--- src/rtl/viterbi_pkg.sv ---
// Shared definitions for the K=3, rate-1/2 Viterbi decoder: FSM states,
// code constants and the encoder next-output table used by the ACS unit.
package viterbi_pkg;

  typedef enum logic [2:0] {
    IDLE,
    ACCEPT,
    DRAIN,
    TRACE,
    OUTPUT
  } state_t;

  localparam int K          = 3;
  localparam int NUM_STATES = 4;

  localparam logic [2:0] POLY_G0 = 3'o7;
  localparam logic [2:0] POLY_G1 = 3'o5;

  // Entry {state, input_bit} -> encoder output pair {g0,g1}; entry 0 is leftmost.
  localparam logic [15:0] NEXT_OUT = 16'b00_11_10_01_11_00_01_10;

  function automatic logic [1:0] next_out(input logic [1:0] state, input logic in_bit);
    int idx;
    idx = int'({state, in_bit});
    return NEXT_OUT[15 - 2*idx -: 2];
  endfunction

endpackage

--- src/rtl/viterbi_sym_counter.sv ---
// Loadable up/down counter: symbol index while accepting, traceback bit
// position while tracing. Load has priority over up, up over down.
module viterbi_sym_counter #(
  parameter int W = 5
) (
  input  logic         clk,
  input  logic         rst,
  input  logic         load,
  input  logic [W-1:0] load_val,
  input  logic         up,
  input  logic         down,
  output logic [W-1:0] count
);

  always_ff @(posedge clk or posedge rst) begin
    if (rst) begin
      count <= '0;
    end else if (load) begin
      count <= load_val;
    end else if (up) begin
      count <= count + W'(1);
    end else if (down) begin
      count <= count - W'(1);
    end
  end

endmodule

--- src/rtl/viterbi_frame_ctrl.sv ---
// Frame sequencer for the Viterbi datapath: symbol intake, ACS column strobes,
// traceback launch and decoded-word output. Tail mode: VITERBI_CTRL_TAIL_EN.
module viterbi_frame_ctrl
  import viterbi_pkg::*;
#(
  parameter int FRAME_LEN = 16,
  parameter int COL_W     = 5
) (
  input  logic                 clk,
  input  logic                 rst,
  input  logic                 sym_valid,
  output logic                 sym_ready,
  input  logic [1:0]           sym_data,
  output logic                 acs_en,
  output logic                 acs_first,
  output logic [1:0]           acs_sym,
  output logic [COL_W-1:0]     acs_col,
  output logic                 tb_start,
  output logic [COL_W-1:0]     tb_col,
  output logic                 tb_from_zero,
  input  logic                 tb_bit_valid,
  input  logic                 tb_bit,
  output logic                 out_valid,
  input  logic                 out_ready,
  output logic [FRAME_LEN-1:0] out_data,
  output logic                 busy
);

`ifdef VITERBI_CTRL_TAIL_EN
  localparam int   NSYM      = FRAME_LEN + 2;
  localparam logic TAIL_MODE = 1'b1;
`else
  localparam int   NSYM      = FRAME_LEN;
  localparam logic TAIL_MODE = 1'b0;
`endif

  localparam int               IDX_W    = $clog2(FRAME_LEN);
  localparam logic [COL_W-1:0] LAST_COL = COL_W'(NSYM - 1);

  state_t           state;
  logic [COL_W-1:0] count;
  logic             sym_hs;
  logic             bit_hs;
  logic             cnt_load;
  logic [COL_W-1:0] cnt_load_val;

  assign sym_hs       = sym_valid && sym_ready && (state == IDLE || state == ACCEPT);
  assign bit_hs       = tb_bit_valid && (state == TRACE);
  assign busy         = (state != IDLE);
  assign tb_from_zero = TAIL_MODE;

  // Traceback position starts at NSYM-1 so that, in tail mode, the two
  // positions at or above FRAME_LEN absorb the discarded tail bits.
  always_comb begin
    cnt_load     = 1'b0;
    cnt_load_val = '0;
    if (state == DRAIN) begin
      cnt_load     = 1'b1;
      cnt_load_val = LAST_COL;
    end else if (state == OUTPUT && out_ready) begin
      cnt_load     = 1'b1;
    end
  end

  viterbi_sym_counter #(
    .W (COL_W)
  ) u_counter (
    .clk      (clk),
    .rst      (rst),
    .load     (cnt_load),
    .load_val (cnt_load_val),
    .up       (sym_hs),
    .down     (bit_hs),
    .count    (count)
  );

  always_ff @(posedge clk or posedge rst) begin
    if (rst) begin
      state     <= IDLE;
      sym_ready <= 1'b0;
      acs_en    <= 1'b0;
      acs_first <= 1'b0;
      acs_sym   <= '0;
      acs_col   <= '0;
      tb_start  <= 1'b0;
      tb_col    <= '0;
      out_valid <= 1'b0;
      out_data  <= '0;
    end else begin
      acs_en    <= sym_hs;
      acs_first <= sym_hs && (count == '0);
      tb_start  <= 1'b0;
      if (sym_hs) begin
        acs_sym <= sym_data;
        acs_col <= count;
      end

      case (state)
        IDLE, ACCEPT: begin
          sym_ready <= 1'b1;
          if (sym_hs) begin
            if (count == LAST_COL) begin
              sym_ready <= 1'b0;
              state     <= DRAIN;
            end else begin
              state     <= ACCEPT;
            end
          end
        end
        DRAIN: begin
          tb_start <= 1'b1;
          tb_col   <= LAST_COL;
          state    <= TRACE;
        end
        TRACE: begin
          if (bit_hs) begin
            if (count < COL_W'(FRAME_LEN)) begin
              out_data[count[IDX_W-1:0]] <= tb_bit;
            end
            if (count == '0) begin
              out_valid <= 1'b1;
              state     <= OUTPUT;
            end
          end
        end
        OUTPUT: begin
          if (out_ready) begin
            out_valid <= 1'b0;
            sym_ready <= 1'b1;
            state     <= IDLE;
          end
        end
        default: state <= IDLE;
      endcase
    end
  end

endmodule

--- config.mk ---
export PLATFORM = sky130hd
export DESIGN_NAME = viterbi_frame_ctrl
export DESIGN_NICKNAME = d
export VERILOG_FILES = /design/src/rtl/viterbi_pkg.sv /design/src/rtl/viterbi_sym_counter.sv /design/src/rtl/viterbi_frame_ctrl.sv
export SDC_FILE = /design/constraint.sdc
export NUM_CORES = 1
export LEC_CHECK = 0
export ABC_AREA = 1
export BUFFER_PORTS_ARGS = -buffer_cell sky130_fd_sc_hd__buf_2
export CORE_MARGIN = 4
export CORE_UTILIZATION = 53
export DETAILED_ROUTE_END_ITERATION = 10
export PLACE_DENSITY = 0.76
export SYNTH_ARGS = -nofsm -noshare
export SYNTH_HDL_FRONTEND = slang
export SYNTH_SLANG_ARGS = --single-unit
--- constraint.sdc ---
create_clock -name clk -period 2 [get_ports clk]
set_input_delay 0.4 -clock clk [delete_from_list [all_inputs] [get_ports clk]]
set_output_delay 0.4 -clock clk [all_outputs]
set_load 0.01 [all_outputs]
# Word level (Yosys, flattened, before mapping)
# Index checks and enable logic that the tools add are counted.
# W data, S select, Z words.
# classes
addsub,2
n_lt_le_gt_ge,3
eq_ne,9
n_mux,24
reduce_logical,18
# ops
op,n
$bwmux W16,1
$mux W5,3
$mux W3,4
$pmux W3 S4,1
$mux W1,10
$reduce_and A4 Y1,2
$eq A3 B2 Y1 const B,2
$logic_and A1 B1 Y1,6
$ne A2 B2 Y1 const B,3
$reduce_bool A3 Y1,2
$add A5 B1 Y5 const B,1
$eq A5 B4 Y1 const B,1
$logic_not A5 Y1,1
$lt A4 B5 Y1 const B,1
$lt A5 B5 Y1 const B,1
$sub A5 B1 Y5 const B,1
$demux W1 S4,1
$ge A4 B1 Y1 const B,1
$mux W4,1
$pmux W1 S2,2
$reduce_bool A2 Y1,2
$eq A3 B1 Y1 const B,1
$eq A3 B3 Y1 const B,1
$logic_not A3 Y1,1
6 further kinds,6
# totals
ff_bits,37
output_inout_bits,35
word_cells,67

# Depth between registers and ports, before layout
# Gate-level depths: netlist (run 1).
# depth
ltp_word,5
depth_mapped,11
mapped_depth_nobuf,10

# Hierarchy
# Synthesis (run 1) repeated with hierarchy kept, for this count alone.
# unflattened
hier_cells,244
area_unflattened_um2,1955.6
# by_module_without_submodules
module,n_inst,cells_per_inst,area_per_inst_um2
viterbi_frame_ctrl,1,188,1544.0
viterbi_sym_counter,1,56,411.6

# Worst setup path after synthesis (run 1)
# Ideal clock, no wire load.
# synth_path
path_kind,register to register
start,register state[2]
end,register u_counter.count[3]
setup_time_ps,116
arrival_ps,1708
required_ps,1884
slack_ps,176
path_stages_with_launch,11
period_less_slack_ps,1824
path_cell_list,dfrtp_1 -> nor2_4 -> nand3_4 -> buf_2 -> ha_1 -> a21oi_1 -> nand3_1 -> nand3_1 -> nand2_1 -> nand2_1 -> nand2_1
# synth_between
elab_chain_len,5
word_cells_on_any_way,15
classes_between,4 x eq/ne; 5 x mux; 6 x reduce/logical
# synth_rtl
element,line_no,rtl
start: declaration,viterbi_frame_ctrl.sv:40,state_t state;
start signal: assignment,viterbi_frame_ctrl.sv:79,state <= IDLE;
start signal: assignment,viterbi_frame_ctrl.sv:104,state <= DRAIN;
start signal: assignment,viterbi_frame_ctrl.sv:106,state <= ACCEPT;
"$eq A3 B3 Y1, or another cell as far along",viterbi_frame_ctrl.sv:60,end else if (state == OUTPUT && out_ready) begin
$logic_and A1 B1 Y1 / $logic_or A1 B1 Y1 (equally long branches),"viterbi_frame_ctrl.sv:60, viterbi_frame_ctrl.sv:47",
$mux W1 / $logic_and A1 B1 Y1 (equally long branches),"viterbi_frame_ctrl.sv:60, viterbi_frame_ctrl.sv:47",
$mux W1 / $mux W5 (equally long branches),"viterbi_frame_ctrl.sv:57, viterbi_sym_counter.sv:20",
$reduce_bool A3 Y1 (no source line) / $mux W5 (equally long branches),n/a,
end signal: assignment,viterbi_sym_counter.sv:19,count <= load_val;
end signal: assignment,viterbi_sym_counter.sv:21,count <= count + W'(1);
end signal: assignment,viterbi_sym_counter.sv:23,count <= count - W'(1);
end: declaration,viterbi_sym_counter.sv:12,output logic [W-1:0] count
# Parallel ways exist; a longest one is shown, timed or not.
# A chain may end at the register's enable or synchronous reset.

# Worst setup path after layout (run 1)
# layout_path
start,register state[2]
end,register u_counter.count[4]
# The elaborated chain is that of the path after synthesis.

==> results.yml, run 1 <==
route:
  drtPass1Iterations: 4
  drc_errors: 0
  finalWirelength_mm: 3.81
  viasPerCell: 4.86
  post_drt_wl_per_cell_um: 11.8
  ant_nets: 0
  vias: 1566
  drtIter0Drc: 66
grt:
  grt_max_degree: 38
  grt_remaining_overflow: 0
  grt_usage_pct: 19.6
  grt_pass1_vias: 1501
  antenna_found_initial: 0
  grt_pass1_wl_mm: 6.58
finish:
  final.fill_count: 315
  final_nets: 288
  final_cells: 322
  design_area_um2: 2200
  synthToLayoutAreaGrowth_pct: 16.2
  drive_above_1_share_pct: 24.6
  multi_input_area_um2: 836
  seq_area_um2: 926
  diodes: 0
critical_path:
  startpoint_type: "register"
  worst_setup_path_end_kind: "register"
  cp_max_fo: 9
  crit_arrival_ns: 2.08
  rr_worst_depth: 9
  crit_type: "register to register"
  critPathRequiredTime_ns: 2.24
floorplan:
  die_area_um2: 4590
  die_w_um: 67.8
  fp.coreArea_um2: 3390
  rows: 21
  die_h_um: 67.8
  start_util_pct: 55.9
  ioPinCount: 43
run_status:
  status: "finished, final reports clean"
sta:
  fin_skew_ns: 0.00609
  hold_viol_final: 0
  rsz0062_at_grt: "false"
  max_freq_ghz: 0.543
  setup_viol: 0
  drv_slew: 0
  min_period_ns: 1.84
  fin_crit_sh_pct: 92.2
  whs_ns: 0.139
  timing.final.ws_setup_ns: 0.157
  setup_tns_ns: 0
synthesis:
  synth.distinct_cells: 26
  avgSynthCellArea_um2: 8.20
  synth_cells: 231
  ys_seq_elements: 37
  synth-seq-area-share_pct: 48.9
  synth_area_um2: 1890
  ys_warn_count: 0
placed_design:
  preCtsSetupSlack_ns: 0.169
  portBuffers: 40
  gpl.final_weighted_congestion: 0.862
  dp_cells: 314
  place_area_um2: 2130
  place.detailed.hpwl_mm: 2.98
clocking:
  cts-root-buf: "clkbuf_4"
  cts_sinks: 37
  clock_path_buffers: 2
  htree_levels: 2
  clk_pin_slew_ns: 0.11
  hold_buffers: 0
  cts_tree: "built"
  post_cts_buffers: 0
  cts_resized: 0
  numCtsBuffers: 5
  clock_latency_ns: 0.34
pwr:
  p_leak_nw: 1.21
  powerDensity_nw_per_um2: 1210
  irDropWorstVdd_mv: 0.862
worst_hold_path:
  hp-class: "input pin to asynchronous set/reset pin"
job:
  cap_violations: 0
## cell families after synthesis
family | Yosys count | synth area share, %
xor gates and xnor gates | 1 | 0.462
and+or+nand+nor | 125 | 30.9
adders and majority gates | 5 | 3.70
DFF | 37 | 48.9
other | 1 | 0.198
AOI/OAI and AO/OA | 31 | 8.65
buffers and inverters | 31 | 7.20
## critical path, cell delays in order (launching register included)
cell     delay (ns)
dfrtp_1        0.51
nor2_4         0.24
nand3_4        0.15
ha_1           0.34
nand2_1        0.08
nand2_1        0.05
nor2_1         0.13
nand3_1        0.09
nand3_1        0.09
nand2_1        0.06
## registers in the layout, indices dropped and copies added (netlist names)
signal           flops
acs_col              5
acs_en               1
acs_first            1
acs_sym              2
out_data            16
out_valid            1
state                3
sym_ready            1
tb_col               1
tb_start             1
u_counter.count      5
## worst paths after layout
check                                          end  slack [ns]         from
min in group clk                        acs_sym[1]        0.25  sym_data[1]
worst max register to register  u_counter.count[4]        0.16     state[2]
worst min register to register          acs_col[4]        0.49   acs_col[4]
worst max-delay path            u_counter.count[4]        0.16     state[2]
worst min-delay path                  out_data[10]        0.14          rst
max in group asynchronous       u_counter.count[4]        1.53          rst
## where the power goes
group / internal [mW] / switching, mW / leakage (nW) / total [mW]
Combinational: 0.425 / 0.695 / 0.689 / 1.12
Clock: 0.204 / 0.240 / 0.0413 / 0.444
Sequential: 0.939 / 0.172 / 0.483 / 1.11
Total: 1.57 / 1.11 / 1.21 / 2.67
## layer usage
| metal | track usage, % | share of wire [%] | vias to the layer above |
|---|---|---|---|
| li1 | - | - | 810 |
| met1 | 24.0 | 45 | 719 |
| met2 | 32.9 | 49 | 33 |
| met3 | 5.66 | 4.6 | 4 |
| met4 | 6.95 | 1.7 | 0 |
| met5 | 0 | 0 | - |
## placed cells by master (no fill, tap or decap), drive strengths merged
cell type  netlist  layout
a21oi           10      10
a31oi            1       1
buf              6      43
clkbuf           1       7
clkinv           0       1
conb             1       2
dfrtp           37      37
fa               1       1
ha               4       4
inv             24      24
nand2           76      76
nand3           11      11
nand4            1       1
nor2            34      34
nor3             1       1
o21a             1       1
o21ai           17      17
o31ai            2       2
or2              2       2
xnor2            1       1
## cells in the mapped netlist, drive strengths merged
library cell  count  share of area (%)
nand2            76                 15
dfrtp            37                 49
nor2             34                9.4
inv              24                4.8
o21ai            17                4.5
nand3            11                4.2
a21oi            10                2.6
buf               6                2.2
ha                4                2.6
o31ai             2               0.79
or2               2               0.66
a31oi             1               0.33
clkbuf            1               0.20
conb              1               0.20
fa                1                1.1
nand4             1               0.33
nor3              1               0.86
o21a              1               0.40
xnor2             1               0.46
## area by class of cell
class	instances	share of cell area, %
sequential	37	42.0
clock buffer	7	2.95
clock inverter	1	0.227
tap	46	2.61
timing repair buffer	43	10.1
inverter	24	4.09
multi-input combinational	164	38.0
## through the flow
stage                     utilization (%)  power, mW
final                                65.0       2.67
after floorplan                         -       1.93
after detailed placement             62.9       2.26
after global placement               62.9       2.23
after global routing                 65.0       2.92
after CTS                            65.0       2.70
Power figures use the tool's default switching activity.
==> run 2, diff against run 1 <==
- CORE_UTILIZATION: 53 -> 54
- PLACE_DENSITY: 0.76 -> 0.79
- SYNTH_HIERARCHICAL: not set -> 1
==> results.yml, run 2 <==
clocking:
  cts_resized: 0
  cts_sinks: 37
  cts_tree: "built"
  numCtsBuffers: 5
  cts-root-buf: "clkbuf_4"
  post_cts_buffers: 0
  clk_pin_slew_ns: 0.12
  htree_levels: 2
  clock_latency_ns: 0.34
  clock_path_buffers: 2
placed_design:
  portBuffers: 40
  dp_cells: 329
  place.detailed.hpwl_mm: 3.21
  preCtsSetupSlack_ns: 0.163
  gpl.final_weighted_congestion: 0.910
sta:
  tightest_slew_ns: 0.548
  maxSlewHeadroom_pct: 63.3
  timing.final.ws_setup_ns: 0.130
  fin_crit_sh_pct: 93.5
  max_freq_ghz: 0.535
  rsz0062_at_grt: "false"
  fin_skew_ns: 0.00384
  drv_slew: 0
  hold_viol_final: 0
  setup_tns_ns: 0
  setup_viol: 0
  min_period_ns: 1.87
job:
  cap_violations: 0
finish:
  layout_commonest_cell: "nand2_1"
  top_regs: "out_data (16), acs_col (5), u_counter/count (5)"
  synthToLayoutAreaGrowth_pct: 15.7
  final_cells: 338
  final.fill_count: 332
  drive_above_1_share_pct: 24.7
  largest_reg_flops: 16
  diodes: 0
  layout_common_cells: "79 x nand2_1, 40 x buf_2, 37 x dfrtp_1, 23 x inv_1, 18 x nor2_1"
  regMostFlops: "out_data"
  final_nets: 303
synthesis:
  synth_cells: 244
  synth-seq-area-share_pct: 47.3
  synth.distinct_cells: 32
  synth_area_um2: 1960
  synth.area.top_cells: "dfrtp_1 47%, nand2_1 15%, inv_1 4.6%, nand4_1 4.5%, nor2_1 3.5%"
  ys_async_sr_fraction_pct: 100
  synth_most_common_cell: "nand2_1"
  avgSynthCellArea_um2: 8.01
  yosysTopAreaCellShare_pct: 47.3
  ys_warn_count: 6
  ys.flop_type: "dfrtp_1"
  ys_seq_elements: 37
  synth_edf_count: 0
  yosysTopAreaCell: "dfrtp_1"
  ys_top_cells_by_count: "79 x nand2_1, 37 x dfrtp_1, 24 x inv_1"
worst_hold_path:
  whs_path_depth: 3
  min_to: "acs_sym[1]"
  hp-start: "sym_data[1]"
  hp-class: "input pin to register"
route:
  drc_errors: 0
  vias: 1700
  viasPerCell: 5.03
  ant_nets: 0
  post_drt_wl_per_cell_um: 12.7
  finalWirelength_mm: 4.31
  drtPass1Iterations: 4
  drtIter0Drc: 89
grt:
  grt_remaining_overflow: 0
  grt_usage_pct: 20.6
  antenna_found_initial: 0
  grt_pass1_vias: 1563
  grt_pass1_wl_mm: 7.21
  grt_max_degree: 21
pwr:
  irDropWorstVdd_mv: 0.761
  p_leak_nw: 1.31
  powerDensity_nw_per_um2: 1270
critical_path:
  cp_max_fo: 8
  reg2reg_from: "state[1]"
  critPathRequiredTime_ns: 2.25
  worst_setup_path_end_kind: "register"
  crit_type: "register to register"
  critical-path-max-stage-delay_ns: 0.46
  crit_chain: "nor2_1 > nand3_2 > inv_2 > inv_2 > ha_1 > or2_4 > nand3_1 > nand3_1 > nand2_1 > nand2_1"
  crit_arrival_ns: 2.12
  r2r-end: "u_counter/count[4]"
  rrSetupSlack_ns: 0.13
  cp_slowest_cell: "dfrtp_1"
  startpoint_type: "register"
  crit_path_start: "state[1]"
  critPathTopFamily: "simple AND/OR/NAND/NOR gates"
  crit_buf_inv: 2
  rr_worst_depth: 10
floorplan:
  rows: 21
  fp.coreArea_um2: 3420
  ioPinCount: 43
  die_w_um: 68.2
  die_h_um: 68.2
  die_area_um2: 4650
  start_util_pct: 57.3
run_status:
  status: "finished, final reports clean"
## run 2: cell types whose count changed after synthesis, sizes merged, moves of 2 or more
| cell | change |
|---|---|
| nand4 | +13 |
| clkbuf | +3 |
| nor3 | +2 |
| nand3 | +2 |
| nor2 | -16 |
| o21ai | +5 |
| o31ai | -2 |
| nand2 | +5 |
| inv | +3 |
| a21oi | -5 |
## run 2: tightest hold or removal path, delay by kind of cell
kind / cells / cell delay, ns
buffers and inverters: 1 / 0.07
AND/OR/NAND/NOR: 2 / 0.08
## run 2: worst max-delay path by stage
stage                                    end  slack, ns  cells past startpoint
after detailed placement  u_counter/count[4]       0.16                     10
final                     u_counter/count[4]       0.13                     10
after CTS                 u_counter/count[4]       0.13                     10
after global routing      u_counter/count[4]       0.02                     10
after floorplan           u_counter/count[4]       0.01                     10
after global placement    u_counter/count[4]       0.22                     10
## run 2: layout make-up
cell class                      count  area (um2)  area share [%]
Multi-Input combinational cell    171         857            37.9
Clock inverter                      3        17.5           0.774
Clock buffer                        5        37.5            1.66
Sequential cell                    37         926            40.9
Tap cell                           46        57.6            2.54
Inverter                           28         105            4.64
Timing Repair Buffer               48         263            11.6
## run 2: through the flow
step	power [mW]	util, %	hold WS, ns	instance area, um2
finish	2.88	66.3	0.237	2260
global route	3.13	66.3	0.245	2260
CTS	2.88	66.3	0.236	2260
detailed placement	2.49	64.4	0.315	2200
global placement	2.44	64.4	0.316	2200
floorplan	2.09	-	0.179	1960
## run 2: logic make-up after synthesis
kind of cell | count (synthesis) | share of synthesized area (%)
AO/OA/AOI/OAI | 32 | 9.85
XOR/XNOR | 1 | 0.448
adder cells (fa/ha/maj) | 4 | 2.94
buffers and inverters | 38 | 9.21
flip-flops | 37 | 47.3
other | 1 | 0.192
AND/OR/NAND/NOR | 131 | 30.0
## run 2: power breakdown
part	switching, mW	internal (mW)
clock network	0.265	0.133
registers	0.180	0.940
logic	0.851	0.510
## run 2: what timing repair did
action / CTS / global route
setup endpoints to repair: 0 / 0
hold endpoints to repair: 5 / 0
hold buffers: 1 / 0
## run 2: per-layer routing
metal | vias up | track usage (%) | wire [um]
met2 | 38 | 34.3 | 2110
met1 | 783 | 26.8 | 1950
li1 | 874 | - | -
met3 | 5 | 4.93 | 195
met5 | - | 0 | 0
met4 | 0 | 5.71 | 55
